===== config.mk =====
export PLATFORM = sky130hd
export DESIGN_NAME = wb_cmd_master
export DESIGN_NICKNAME = d
export VERILOG_FILES = /design/src/rtl/wb_cmd_master.sv
export SDC_FILE = /design/constraint.sdc
export NUM_CORES = 1
export LEC_CHECK = 0
export ABC_AREA = 0
export CORE_MARGIN = 3
export CORE_UTILIZATION = 44
export CTS_CLUSTER_SIZE = 28
export DETAILED_ROUTE_END_ITERATION = 8
export PLACE_DENSITY = 0.85
export SYNTH_ARGS = -nofsm -noshare
export SYNTH_HDL_FRONTEND = slang
export SYNTH_SLANG_ARGS = --single-unit

===== constraint.sdc =====
create_clock -name wb_clk_i -period 4 [get_ports wb_clk_i]
set_clock_uncertainty 0.05 [all_clocks]
set_input_delay 1 -clock wb_clk_i [delete_from_list [all_inputs] [get_ports wb_clk_i]]
set_output_delay 1 -clock wb_clk_i [all_outputs]
set_load 0.01 [all_outputs]

===== src/rtl/wb_cmd_master.sv =====
// Wishbone classic (B4) single-cycle bus master driven by a valid/ready command port.
// Each command becomes one read or write cycle; the result (or a timeout) returns on a valid/ready response port.
module wb_cmd_master #(
    parameter int unsigned TIMEOUT_CYCLES = 255,
    parameter int unsigned CNT_W          = 16
) (
    input  logic             wb_clk_i,
    input  logic             wb_rst_ni,
    input  logic             cmd_valid_i,
    output logic             cmd_ready_o,
    input  logic             cmd_we_i,
    input  logic [31:0]      cmd_adr_i,
    input  logic [31:0]      cmd_dat_i,
    input  logic [3:0]       cmd_sel_i,
    output logic             rsp_valid_o,
    input  logic             rsp_ready_i,
    output logic [31:0]      rsp_dat_o,
    output logic             rsp_timeout_o,
    output logic             wbm_cyc_o,
    output logic             wbm_stb_o,
    output logic             wbm_we_o,
    output logic [31:0]      wbm_adr_o,
    output logic [31:0]      wbm_dat_o,
    output logic [3:0]       wbm_sel_o,
    input  logic [31:0]      wbm_dat_i,
    input  logic             wbm_ack_i,
    output logic [CNT_W-1:0] txn_count_o
);

    localparam int unsigned AW   = 32;
    localparam int unsigned DW   = 32;
    localparam int unsigned SW   = 4;
    localparam int unsigned TO_W = (TIMEOUT_CYCLES > 1) ? $clog2(TIMEOUT_CYCLES) : 1;
    localparam bit          TO_EN = (TIMEOUT_CYCLES != 0);
    // Abort fires on the edge that ends the TIMEOUT_CYCLES-th BUS cycle.
    localparam logic [TO_W-1:0] TO_LAST = TO_W'(TIMEOUT_CYCLES - 1);

    typedef enum logic [1:0] {
        ST_IDLE = 2'd0,
        ST_BUS  = 2'd1,
        ST_RESP = 2'd2
    } state_e;

    state_e            state_q, state_d;
    logic              cmd_ready_q, cmd_ready_d;
    logic              cyc_q, cyc_d;
    logic              we_q, we_d;
    logic [AW-1:0]     adr_q, adr_d;
    logic [DW-1:0]     dat_q, dat_d;
    logic [SW-1:0]     sel_q, sel_d;
    logic [TO_W-1:0]   to_cnt_q, to_cnt_d;
    logic              rsp_valid_q, rsp_valid_d;
    logic [DW-1:0]     rsp_dat_q, rsp_dat_d;
    logic              rsp_to_q, rsp_to_d;
    logic [CNT_W-1:0]  txn_cnt_q, txn_cnt_d;
    logic              bus_ack_c;
    logic              bus_expire_c;

    // Ack on the expiry edge takes priority over the timeout.
    assign bus_ack_c    = (state_q == ST_BUS) && wbm_ack_i;
    assign bus_expire_c = (state_q == ST_BUS) && !wbm_ack_i && TO_EN && (to_cnt_q == TO_LAST);

    // Next-state and next-output logic.
    always_comb begin
        state_d     = state_q;
        cmd_ready_d = cmd_ready_q;
        cyc_d       = cyc_q;
        we_d        = we_q;
        adr_d       = adr_q;
        dat_d       = dat_q;
        sel_d       = sel_q;
        to_cnt_d    = to_cnt_q;
        rsp_valid_d = rsp_valid_q;
        rsp_dat_d   = rsp_dat_q;
        rsp_to_d    = rsp_to_q;
        txn_cnt_d   = txn_cnt_q;

        case (state_q)
            ST_IDLE: begin
                if (cmd_valid_i && cmd_ready_q) begin
                    cmd_ready_d = 1'b0;
                    cyc_d       = 1'b1;
                    we_d        = cmd_we_i;
                    adr_d       = cmd_adr_i;
                    dat_d       = cmd_dat_i;
                    sel_d       = cmd_sel_i;
                    to_cnt_d    = '0;
                    state_d     = ST_BUS;
                end
            end
            ST_BUS: begin
                if (bus_ack_c || bus_expire_c) begin
                    cyc_d       = 1'b0;
                    we_d        = 1'b0;
                    adr_d       = '0;
                    dat_d       = '0;
                    sel_d       = '0;
                    rsp_valid_d = 1'b1;
                    rsp_to_d    = bus_expire_c;
                    rsp_dat_d   = (bus_ack_c && !we_q) ? wbm_dat_i : '0;
                    state_d     = ST_RESP;
                end else if (TO_EN) begin
                    to_cnt_d = to_cnt_q + TO_W'(1);
                end
            end
            ST_RESP: begin
                if (rsp_ready_i) begin
                    rsp_valid_d = 1'b0;
                    txn_cnt_d   = txn_cnt_q + CNT_W'(1);
                    cmd_ready_d = 1'b1;
                    state_d     = ST_IDLE;
                end
            end
            default: begin
                state_d     = ST_IDLE;
                cmd_ready_d = 1'b1;
                cyc_d       = 1'b0;
                rsp_valid_d = 1'b0;
            end
        endcase
    end

    always_ff @(posedge wb_clk_i or negedge wb_rst_ni) begin
        if (!wb_rst_ni) begin
            state_q     <= ST_IDLE;
            cmd_ready_q <= 1'b1;
            cyc_q       <= 1'b0;
            we_q        <= 1'b0;
            adr_q       <= '0;
            dat_q       <= '0;
            sel_q       <= '0;
            to_cnt_q    <= '0;
            rsp_valid_q <= 1'b0;
            rsp_dat_q   <= '0;
            rsp_to_q    <= 1'b0;
            txn_cnt_q   <= '0;
        end else begin
            state_q     <= state_d;
            cmd_ready_q <= cmd_ready_d;
            cyc_q       <= cyc_d;
            we_q        <= we_d;
            adr_q       <= adr_d;
            dat_q       <= dat_d;
            sel_q       <= sel_d;
            to_cnt_q    <= to_cnt_d;
            rsp_valid_q <= rsp_valid_d;
            rsp_dat_q   <= rsp_dat_d;
            rsp_to_q    <= rsp_to_d;
            txn_cnt_q   <= txn_cnt_d;
        end
    end

    assign cmd_ready_o   = cmd_ready_q;
    assign rsp_valid_o   = rsp_valid_q;
    assign rsp_dat_o     = rsp_dat_q;
    assign rsp_timeout_o = rsp_to_q;
    assign wbm_cyc_o     = cyc_q;
    assign wbm_stb_o     = cyc_q;
    assign wbm_we_o      = we_q;
    assign wbm_adr_o     = adr_q;
    assign wbm_dat_o     = dat_q;
    assign wbm_sel_o     = sel_q;
    assign txn_count_o   = txn_cnt_q;

endmodule

==> flow_summary.ini <==
[synthesis]
syn-cell-area_mm2 = 0.00495
seq_area_frac_synth_pct = 66.2
synth_area_per_cell_um2 = 13.9
ys_async_sr_fraction_pct = 100
yosys_warnings = 0
syn_inst = 357
synth-edff-count = 0
ys_seq_elements = 131
synth.distinct_cells = 37
synth_nets = 466
ys.flop_type = dfrtp_1

[grt]
grt_usage_pct = 23.2
grt_max_degree = 74
antenna_found_initial = 0
overflow = 0
use_met1_pct = 29.7
busiest_layer = met2
met2_usage_pct = 36.9
grt_util_met3_pct = 8.36
grt_pass1_vias = 4314
grt_pass1_wl_um = 23100

[die]
row_count = 38
die_y_um = 112
dieArea_mm2 = 0.0126
die_w_um = 112
coreArea_mm2 = 0.0109
start_util_pct = 45.3
io_pins = 228

[clock_tree]
clock_latency_ns = 0.40
clkSinkCount = 131
post-cts-setup-buffers = 0
cts-root-buf = clkbuf_16
cts_tree = built
cts_resized = 0
cts_buffers = 17
ctsHoldBuffers = 0
clk_path_buf_depth = 2
htree_levels = 4
path_clk_slew_ns = 0.05

[finish]
fillers = 707
diodes = 0
post_route_cells_drive_above_1_share_pct = 7.41
multi_input_area_mm2 = 0.00154
regArea_mm2 = 0.00328
area_growth_pct = 60.7
final_util_pct = 72.8
num-nets-final = 692

[worst_setup_path]
crit_slowest_cell = nand2_1
cp-end-kind = register
start_kind = input port
arrival_ns = 2.84
path_cells = clkdlybuf4s50_1 -> inv_1 -> o21ai_2 -> nand2_1 -> o21ai_0
ff2ff_path_depth = 6
ff2ff_setup_slack_ns = 1.67
crit_type = input port to register
slowest_delay_ns = 0.84
critPathTopFamily = simple AND/OR/NAND/NOR gates
cp_max_fo = 34
r2r_start = to_cnt_q[0]$_DFFE_PN0P_
crit_buf_inv = 2
cp.required_ns = 4.16
timing.rr.end = rsp_dat_o[10]$_DFFE_PN0P_

[timing]
finalSetupTns_ns = 0
hold_violations = 0
worst-slew-pin-transition_ns = 1.14
rsz0062_at_grt = no
drv_slew = 0
finalSetupViolations = 0
min_period_ns = 2.68
max_slew_margin_pct = 23.5
fmax_ghz = 0.373
finalCritPeriodShare_pct = 66.9

[routing]
drtIter0Drc = 217
via_per_inst = 5.42
drtPass1Iterations = 4
drc = 0
vias = 3981
wl_per_cell_um = 19.1
ant_nets = 0
routed_wl_um = 14000

[power]
ir_drop_v = 0.000478
cellLeakagePower_nw = 3.58
p_per_area_mw_per_mm2 = 722

[worst_hold_path]
hold_path.class = register to register
worstHoldStart = txn_count_o[15]$_DFFE_PN0P_
hold_path_depth = 1
min_to = txn_count_o[15]$_DFFE_PN0P_

[flow_run]
drv_cap = 0

[place]
dp_hpwl_um = 9650
place_congestion = 0.826
port_buffers = 227

[run_status]
status = finished, final reports clean
-- power by group --
| group | total, mW | switching (mW) | internal (mW) |
|---|---|---|---|
| clock network | 1.61 | 0.522 | 1.09 |
| registers | 2.17 | 0.348 | 1.82 |
| logic | 1.96 | 0.725 | 1.24 |
-- cells by family after synthesis --
logic type      Yosys count  share of synthesized area [%]
buf+inv                  30                           3.16
mux                       1                          0.227
xor+xnor                 16                           2.83
compound gates          123                           20.7
flops                   131                           66.2
simple gates             53                           6.19
fa+ha+maj                 3                          0.758
-- cells in the mapped netlist (all sizes together) (2+ instances only) --
cell,instances,area share (%)
a21oi,6,0.61
a22o,101,18
and3,3,0.38
buf,18,2.2
clkbuf,8,0.61
dfrtp,130,66
ha,3,0.76
inv,4,0.30
nand2,11,0.83
nand2b,2,0.25
nand3,13,1.3
nand4,5,0.76
nor2,7,0.53
nor3,2,0.30
o211ai,3,0.45
o21ai,8,0.96
o31ai,3,0.45
or3,2,0.25
xnor2,11,1.9
xor2,5,0.88
-- per-stage QoR --
stage               std cells  worst slack [ns]  area [um^2]  total power [mW]  hold slack [ns]
finish                    734              1.32         7960              5.74            0.422
global route              734              1.15         7960              6.03            0.461
CTS                       734              1.30         7960              5.80            0.428
detailed placement        704             0.927         7340              4.13            0.416
global placement          704             0.993         7340              4.07            0.414
floorplan                 357              1.98         4950              2.96            0.445
-- state kept, by name, summed over array words and instances, names as in the netlist, 2 cells and up --
signal and flops:
rsp_dat_o 32, to_cnt_q 8, wbm_adr_o 32, state_q 2, txn_count_o 16, wbm_sel_o 4
wbm_dat_o 32
-- area by class of cell --
cell class | count | area share (%)
flip-flops and latches | 131 | 41.2
clock inverters | 3 | 1.13
well taps | 140 | 2.20
clock buffers | 27 | 6.70
inverters | 4 | 0.189
multi-input cells | 196 | 19.3
repair buffers | 233 | 29.2
-- how the worst max path moves through the flow --
stage / start / end / slack [ns] / cells after the start
CTS: wbm_ack_i / state_q[1]$_DFFE_PN0P_ / 1.30 / 5
floorplan: cmd_valid_i / to_cnt_q[2]$_DFFE_PN0P_ / 1.98 / 5
global placement: wbm_ack_i / rsp_dat_o[28]$_DFFE_PN0P_ / 0.99 / 5
detailed placement: wbm_ack_i / wbm_dat_o[3]$_DFFE_PN0P_ / 0.93 / 6
finish: wbm_ack_i / state_q[1]$_DFFE_PN0P_ / 1.32 / 5
global route: wbm_ack_i / state_q[1]$_DFFE_PN0P_ / 1.15 / 5
-- placed cells by master (no fill, tap or decap), types with 2 or more instances in the layout --
| cell | Yosys | layout |
|---|---|---|
| o31ai_1 | 3 | 3 |
| nand4_1 | 4 | 4 |
| and3_1 | 3 | 3 |
| xnor2_1 | 11 | 11 |
| o21ai_0 | 6 | 6 |
| nand3_1 | 13 | 13 |
| nand2_1 | 11 | 11 |
| clkdlybuf4s50_1 | 0 | 226 |
| clkbuf_16 | 0 | 17 |
| a21oi_1 | 6 | 6 |
| o211ai_1 | 3 | 3 |
| or3_1 | 2 | 2 |
| ha_1 | 3 | 3 |
| clkbuf_8 | 0 | 7 |
| nand2b_1 | 2 | 2 |
| bufinv_16 | 0 | 3 |
| buf_4 | 1 | 6 |
| xor2_1 | 5 | 5 |
| a22o_1 | 101 | 101 |
| dfrtp_1 | 130 | 130 |
| clkbuf_1 | 8 | 3 |
| nor2_1 | 7 | 7 |
| inv_1 | 4 | 4 |
-- per-layer routing --
layer	wire [um]	up-vias	share of wire, %
met5	0	-	0
met2	6890	195	49
met1	5700	1968	41
met3	1160	23	8.3
met4	265	0	1.9
li1	-	1795	-
No activity file was read; power rests on OpenSTA's default activity.
